==> src/rtl/seq_restoring_divider.sv <==
// Multi-cycle unsigned restoring divider: 2N-bit dividend / N-bit divisor,
// one quotient bit per clock, start/busy handshake with a done pulse.
module seq_restoring_divider #(
   parameter int unsigned N = 4
) (
   input  logic             clk,
   input  logic             rst_n,
   input  logic             start,
   input  logic [2*N-1:0]   dividend,
   input  logic [N-1:0]     divisor,
   output logic             busy,
   output logic             done,
   output logic [2*N-1:0]   quotient,
   output logic [N-1:0]     remainder,
   output logic             dbz
);

   localparam int unsigned W  = 2 * N;
   localparam int unsigned CW = $clog2(W + 1);

   typedef enum logic [1:0] {IDLE, RUN, ZERO} state_t;

   state_t         state, state_n;
   logic           busy_n, done_n, dbz_n;
   logic [W-1:0]   quotient_n;
   logic [N-1:0]   remainder_n;
   logic [CW-1:0]  cnt, cnt_n;
   logic [N:0]     prem, prem_n;
   logic [W-1:0]   dreg, dreg_n;
   logic [N-1:0]   dvs, dvs_n;

   // One restoring step; the extra top bit of the trial is the borrow
   logic [N+1:0]   shifted;
   logic [N+1:0]   trial;
   logic           qbit;
   logic [N:0]     step_rem;
   logic [W-1:0]   step_q;

   assign shifted  = {prem, dreg[W-1]};
   assign trial    = shifted - {2'b00, dvs};
   assign qbit     = ~trial[N+1];
   assign step_rem = qbit ? trial[N:0] : shifted[N:0];
   assign step_q   = {dreg[W-2:0], qbit};

   always_ff @(posedge clk or negedge rst_n) begin
      if (!rst_n) begin
         state     <= IDLE;
         busy      <= 1'b0;
         done      <= 1'b0;
         quotient  <= '0;
         remainder <= '0;
         dbz       <= 1'b0;
         cnt       <= '0;
         prem      <= '0;
         dreg      <= '0;
         dvs       <= '0;
      end else begin
         state     <= state_n;
         busy      <= busy_n;
         done      <= done_n;
         quotient  <= quotient_n;
         remainder <= remainder_n;
         dbz       <= dbz_n;
         cnt       <= cnt_n;
         prem      <= prem_n;
         dreg      <= dreg_n;
         dvs       <= dvs_n;
      end
   end

   always_comb begin
      state_n     = state;
      busy_n      = busy;
      done_n      = 1'b0;
      quotient_n  = quotient;
      remainder_n = remainder;
      dbz_n       = dbz;
      cnt_n       = cnt;
      prem_n      = prem;
      dreg_n      = dreg;
      dvs_n       = dvs;

      case (state)
         IDLE: begin
            if (start && !busy) begin
               dreg_n  = dividend;
               dvs_n   = divisor;
               prem_n  = '0;
               cnt_n   = CW'(W);
               busy_n  = 1'b1;
               state_n = (divisor == '0) ? ZERO : RUN;
            end
         end
         RUN: begin
            prem_n = step_rem;
            dreg_n = step_q;
            cnt_n  = cnt - CW'(1);
            if (cnt == CW'(1)) begin
               quotient_n  = step_q;
               remainder_n = step_rem[N-1:0];
               dbz_n       = 1'b0;
               busy_n      = 1'b0;
               done_n      = 1'b1;
               state_n     = IDLE;
            end
         end
         ZERO: begin
            quotient_n  = '1;
            remainder_n = dreg[N-1:0];
            dbz_n       = 1'b1;
            busy_n      = 1'b0;
            done_n      = 1'b1;
            state_n     = IDLE;
         end
         default: state_n = IDLE;
      endcase
   end

endmodule
==> config.mk <==
export PLATFORM = sky130hd
export DESIGN_NAME = seq_restoring_divider
export DESIGN_NICKNAME = d
export VERILOG_FILES = /design/src/rtl/seq_restoring_divider.sv
export SDC_FILE = /design/constraint.sdc
export NUM_CORES = 1
export LEC_CHECK = 0
export BUFFER_PORTS_ARGS = -buffer_cell sky130_fd_sc_hd__buf_2
export CAP_MARGIN = 10
export CORE_MARGIN = 4
export CORE_UTILIZATION = 51
export DETAILED_ROUTE_END_ITERATION = 8
export PLACE_DENSITY = 0.75
export SYNTH_ARGS = -nofsm -noshare
export SYNTH_HDL_FRONTEND = slang
export SYNTH_SLANG_ARGS = --single-unit
==> constraint.sdc <==
create_clock -name clk -period 2 [get_ports clk]
set_clock_uncertainty 0.2 [all_clocks]
set_input_delay 0.2 -clock clk [delete_from_list [all_inputs] [get_ports clk]]
set_output_delay 0.2 -clock clk [all_outputs]
set_load 0.1 [all_outputs]
-- Word level (Yosys, flattened, before mapping)
Cells that the tools add are included.
- $add $sub $neg: 2
- multiplexer cells: 21
- equal/unequal tests: 5
- bitwise operators: 1
- reduce and logical (&&, ||, !) cells: 12
- operator list (cell ; number):
    $pmux W8 S2 ; 2
    $mux W8 ; 2
    $pmux W4 S2 ; 2
    $mux W5 ; 2
    $pmux W5 S2 ; 1
    $mux W4 ; 2
    $reduce_and A2 Y1 ; 4
    $mux W2 ; 3
    $sub A6 B4 Y6 ; 1
    $eq A4 B1 Y1 const B ; 1
    $logic_not A4 Y1 ; 1
    $ne A2 B2 Y1 const B ; 2
    $pmux W1 S2 ; 2
    $pmux W2 S2 ; 1
    $reduce_bool A2 Y1 ; 2
    $sub A4 B1 Y4 const B ; 1
    $mux W1 ; 3
    $pmux W1 S3 ; 1
    $reduce_and A3 Y1 ; 1
    $reduce_bool A3 Y1 ; 1
    $eq A2 B1 Y1 const B ; 1
    $eq A2 B2 Y1 const B ; 1
    $logic_not A2 Y1 ; 1
    $logic_and A1 B1 Y1 ; 1
    other kinds (2) ; 2
- bits of input ports: 15
- flip-flop bits (word level): 38
- output and inout port bits: 15
- logic and storage cells: 51

-- Depth between registers and ports, before layout
- word-level depth: 4
- gate-level depth with buffers: 8
- depth with buffers taken out: 8

-- Worst setup path after synthesis
No wires, ideal clock.
- kind: register -> register
- from: register busy
- to: register dreg[2]
- data required time: 1665 ps
- setup time: 135 ps
- buffers on the path: 1
- stages on the path, launching flop included: 6
- period minus slack after synthesis: 2201 ps
- path slack: -201 ps
- arrival: 1867 ps
- cell sequence: dfrtp_1 nand2b_1 nand2_1 o21ai_1 clkbuf_1 o21ai_0
- cells in the longest elaborated chain, start to end: 4
- ends and longest elaborated chain (what ; RTL line ; source):
    from (decl) ; 11 ; output logic busy,
    from (signal assigned) ; 59 ; busy <= busy_n;
    $logic_not A1 Y1 ; 85 ; if (start && !busy) begin
    $logic_and A1 B1 Y1 ; 85 ;
    $ne A2 B2 Y1 (no line) ; -- ;
    $reduce_and A2 Y1 (no line) ; -- ;
    to (signal assigned) ; 66 ; dreg <= dreg_n;
    to (decl) ; 29 ; logic [W-1:0] dreg, dreg_n;
Every way passes these cells.
A chain may end at the register's enable or synchronous reset.

-- Final worst setup path
- from: register prem[1]
- to: register remainder[1]
- cells in the longest elaborated chain, start to end: 4
- ends and longest elaborated chain (what ; RTL line ; source):
    from (decl) ; 28 ; logic [N:0] prem, prem_n;
    from (signal assigned) ; 65 ; prem <= prem_n;
    $sub A6 B4 Y6 ; 40 ; assign trial = shifted - {2'b00, dvs};
    $mux W5 ; 42 ; assign step_rem = qbit ? trial[N:0] : shifted[N:0];
    $mux W4 ; 98 ; if (cnt == CW'(1)) begin
    $pmux W4 S2 ; 83 ; case (state)
    to (signal assigned) ; 62 ; remainder <= remainder_n;
    to (decl) ; 14 ; output logic [N-1:0] remainder,
Every way passes these cells. The select of a mux whose other input is x is not followed.

==> impl_metrics.tcl <==
set metrics [dict create \
    grt_antenna_before_repair 0 \
    cts_root_buf "sky130_fd_sc_hd__clkbuf_8" \
    first_global_vias 1824 \
    detail_route.vias_per_cell 5.69 \
    place.detailed.instances 310 \
    via_count 1866 \
    drt-wirelength-per-cell_um 15.9 \
    fin_crit_sh_pct 108 \
    rr_worst_depth 7 \
    design.final.nets 303 \
    worstSetupStartpoint "prem[1]" \
    arithmetic_cell_share_of_the_synthesized_area_counting_full_adders_half_adders_and_majority_gates_pct 6.80 \
    multiInputGateArea_mm2 0.00120 \
    cp.required_ns 1.96 \
    clk_pin_slew_ns 0.07 \
    max_capacitance_violation_count 0 \
    dpl.hpwl_mm 3.65 \
    area_added_between_synthesis_and_finish_pct 31.3 \
    synth_most_common_cell "sky130_fd_sc_hd__dfrtp_1" \
    layout.core_utilization_pct 69.6 \
    worstSetupEndpointType "register" \
    power.ir.vdd_worst_v 0.000501 \
    synth_xor_xnor_area_share_pct 0.410 \
    clk-insertion-delay-late_ns 0.30 \
    synthesis.nets 246 \
    synthesis.instances 220 \
    finalSetupTns_ns -0.812 \
    synthDominantCellAreaShare_pct 44.5 \
    grt_first_pass_wirelength_mm 8.58 \
    outcome "complete, but fails checks" \
    post_route_cells_drive_above_1_share_pct 32.4 \
    most_instantiated_flip_flop_cell_in_the_synthesis_netlist "sky130_fd_sc_hd__dfrtp_1" \
    synth_enable_flop_cells 0 \
    setup.worst_path.class "reg -> reg" \
    synth_area_leaders "sky130_fd_sc_hd__dfrtp_1 45%, sky130_fd_sc_hd__mux2i_1 6.1%, sky130_fd_sc_hd__ha_1 5.9%" \
    path_max_fanout 4 \
    die_height_um 72.7 \
    start_kind "register" \
    tightest_slew_ns 0.492 \
    worst_setup_path_endpoint "remainder[1]" \
    synth.lib_cells_used.distinct 41 \
    layout_setup_ws_ns -0.156 \
    synth_top_cell_by_area "sky130_fd_sc_hd__dfrtp_1" \
    rsz0062_at_grt "yes" \
    reg2reg_from "prem[1]" \
    hold_violations 0 \
    muxShareOfSynthArea_pct 9.78 \
    placer_congestion_estimate 0.895 \
    dieArea_mm2 0.00529 \
    synthesis.yosys.warnings 0 \
    largest_net_degree_at_the_start_of_global_routing 26 \
    final_antenna_net_count 0 \
    coreArea_mm2 0.00403 \
    clock_sinks 38 \
    grt_remaining_overflow 0 \
    diodes 0 \
    power.leakage_nw 1.29 \
    max-slew-margin-rel_pct 67.4 \
    cts_htree_levels 2 \
    nFillCells 317 \
    area.sequential_um2 952 \
    synth_area_in_compound_gates_pct 19.4 \
    fin_crit_ns 2.16 \
    cts_inserted_buffers 5 \
    setup_viol_count_final 9 \
    design.portCount 30 \
    cts_tree "yes" \
    power_mw 1.37 \
    initial_utilization_pct 53.0 \
    clock.fmax_mhz 464 \
    synth_async_sr_flop_share_pct 100 \
    synth_area_mm2 0.00214 \
    synth.ff_latch_count 38 \
    power_density_mw_per_mm2 489 \
    residual_drc_count 0 \
    layout.cells.non_filler 328 \
    r2r_setup_slack_ns -0.16 \
    min-delay-path-class "in -> reg" \
    syn-mean-instance-area_um2 9.71 \
    first_pass_iters 4 \
    arrival_ns 2.12 \
    max_slew_violation_total_from_the_final_report 0 \
    routed_wl_mm 5.21 \
    worst_r2r_endpoint "remainder[1]" \
    detailedRoute.firstIterationViolations 118 \
    failed_checks "setup timing" \
    die-width_um 72.7 \
    whs_path_depth 3 \
    synth_top_family_by_area "compound AO/OA/AOI/OAI gates" \
    sequential_to_total_area_share_from_yosys_stat_pct 44.5 \
    ys_top_cells_by_count "38 x sky130_fd_sc_hd__dfrtp_1, 22 x sky130_fd_sc_hd__nand2_1, 19 x sky130_fd_sc_hd__o21ai_0" \
    rows 23 \
    global_route.usage.total_pct 21.4 \
    numPortBuffers 29 \
    yosys.area_share.simple_pct 14.4 \
    cts_max_path_buffers 2 \
]
==> sequential cells by signal (all words and copies together), names as in the netlist <==
name       cells
remainder      4
quotient       8
dvs            4
done           1
busy           1
state          2
dreg           8
prem           5
dbz            1
cnt            4
==> layout make-up <==
class | count | share of cell area [%]
inverters | 11 | 1.47
repair buffers | 63 | 16.2
clock buffers | 7 | 3.08
flip-flops and latches | 38 | 33.9
multi-input cells | 158 | 42.9
clock inverters | 1 | 0.178
well taps | 50 | 2.23
==> critical path, cell delays in order (launching register included) <==
cell and delay, ns:
sky130_fd_sc_hd__dfrtp_1 0.43, sky130_fd_sc_hd__ha_1 0.33, sky130_fd_sc_hd__o21a_2 0.20, sky130_fd_sc_hd__o31a_4 0.11, sky130_fd_sc_hd__o2111ai_4 0.27, sky130_fd_sc_hd__buf_12 0.16, sky130_fd_sc_hd__mux2i_4 0.22, sky130_fd_sc_hd__o21ai_1 0.09
==> what timing repair did <==
| action | 4_1_cts | 5_1_grt |
|---|---|---|
| cloned | 0 | 0 |
| buffers inserted | 2 | 1 |
| hold buffers | 6 | 1 |
| gates resized for setup | 9 | 14 |
| setup endpoints to repair | 8 | 20 |
| hold endpoints to repair | 43 | 1 |
| pin swaps | 3 | 3 |
==> metrics by stage <==
stage          area (µm²)  hold slack, ns  setup slack, ns
5_1_grt              2810         0.00641           -0.223
2_1_floorplan        2170          -0.296          -0.0512
4_1_cts              2730       0.0000970           -0.137
3_3_place_gp         2520         -0.0930          -0.0961
3_5_place_dp         2520         -0.0939           -0.159
6_report             2810         0.00483           -0.156
==> kinds of logic after synthesis <==
group / after synthesis
AOI/OAI and AO/OA: 63
and+or+nand+nor: 63
DFF: 38
buffers and inverters: 24
muxes: 20
adders and majority gates: 11
xor gates and xnor gates: 1
==> worst min path at each step <==
stage	start	endpoint	slack, ns
2_1_floorplan	rst_n	busy	-0.30
3_3_place_gp	rst_n	state[1]	-0.09
3_5_place_dp	rst_n	state[1]	-0.09
4_1_cts	dividend[3]	dreg[3]	0.0001
5_1_grt	dividend[5]	dreg[5]	0.006
6_report	dividend[3]	dreg[3]	0.005
==> per-layer routing <==
| layer | vias to the layer above | GRT usage (%) | share of wire, % |
|---|---|---|---|
| met5 | - | 0 | 0 |
| met4 | 0 | 8.81 | 2.1 |
| met3 | 13 | 4.96 | 4.0 |
| met2 | 41 | 32.9 | 48 |
| met1 | 908 | 29.1 | 46 |
| li1 | 904 | - | - |
==> power breakdown <==
part | switching [mW] | internal, mW
Sequential | 0 | 0.768
Combinational | 0.0260 | 0.0248
Clock | 0.275 | 0.278
Total | 0.301 | 1.07
==> layout by cell type (no fill, tap or decap), types with 2 or more instances in the layout <==
| cell | instances |
|---|---|
| sky130_fd_sc_hd__nor2b_1 | 6 |
| sky130_fd_sc_hd__o31ai_1 | 2 |
| sky130_fd_sc_hd__o21ai_2 | 3 |
| sky130_fd_sc_hd__ha_1 | 7 |
| sky130_fd_sc_hd__a221oi_1 | 4 |
| sky130_fd_sc_hd__dfrtp_1 | 37 |
| sky130_fd_sc_hd__nand2b_1 | 2 |
| sky130_fd_sc_hd__buf_12 | 3 |
| sky130_fd_sc_hd__mux2_2 | 6 |
| sky130_fd_sc_hd__clkbuf_8 | 6 |
| sky130_fd_sc_hd__or4_1 | 2 |
| sky130_fd_sc_hd__and2_1 | 2 |
| sky130_fd_sc_hd__mux2i_4 | 2 |
| sky130_fd_sc_hd__a22o_1 | 2 |
| sky130_fd_sc_hd__nor2_1 | 14 |
| sky130_fd_sc_hd__ha_4 | 2 |
| sky130_fd_sc_hd__o21ai_1 | 7 |
| sky130_fd_sc_hd__a21oi_1 | 14 |
| sky130_fd_sc_hd__dlygate4sd3_1 | 7 |
| sky130_fd_sc_hd__nand3_1 | 5 |
| sky130_fd_sc_hd__mux2i_1 | 11 |
| sky130_fd_sc_hd__o21ai_0 | 12 |
| sky130_fd_sc_hd__nor3_1 | 2 |
| sky130_fd_sc_hd__inv_1 | 10 |
| sky130_fd_sc_hd__o22ai_1 | 8 |
| sky130_fd_sc_hd__buf_2 | 29 |
| sky130_fd_sc_hd__nand2_1 | 22 |
| sky130_fd_sc_hd__buf_4 | 24 |
Power figures use the tool's default switching activity.
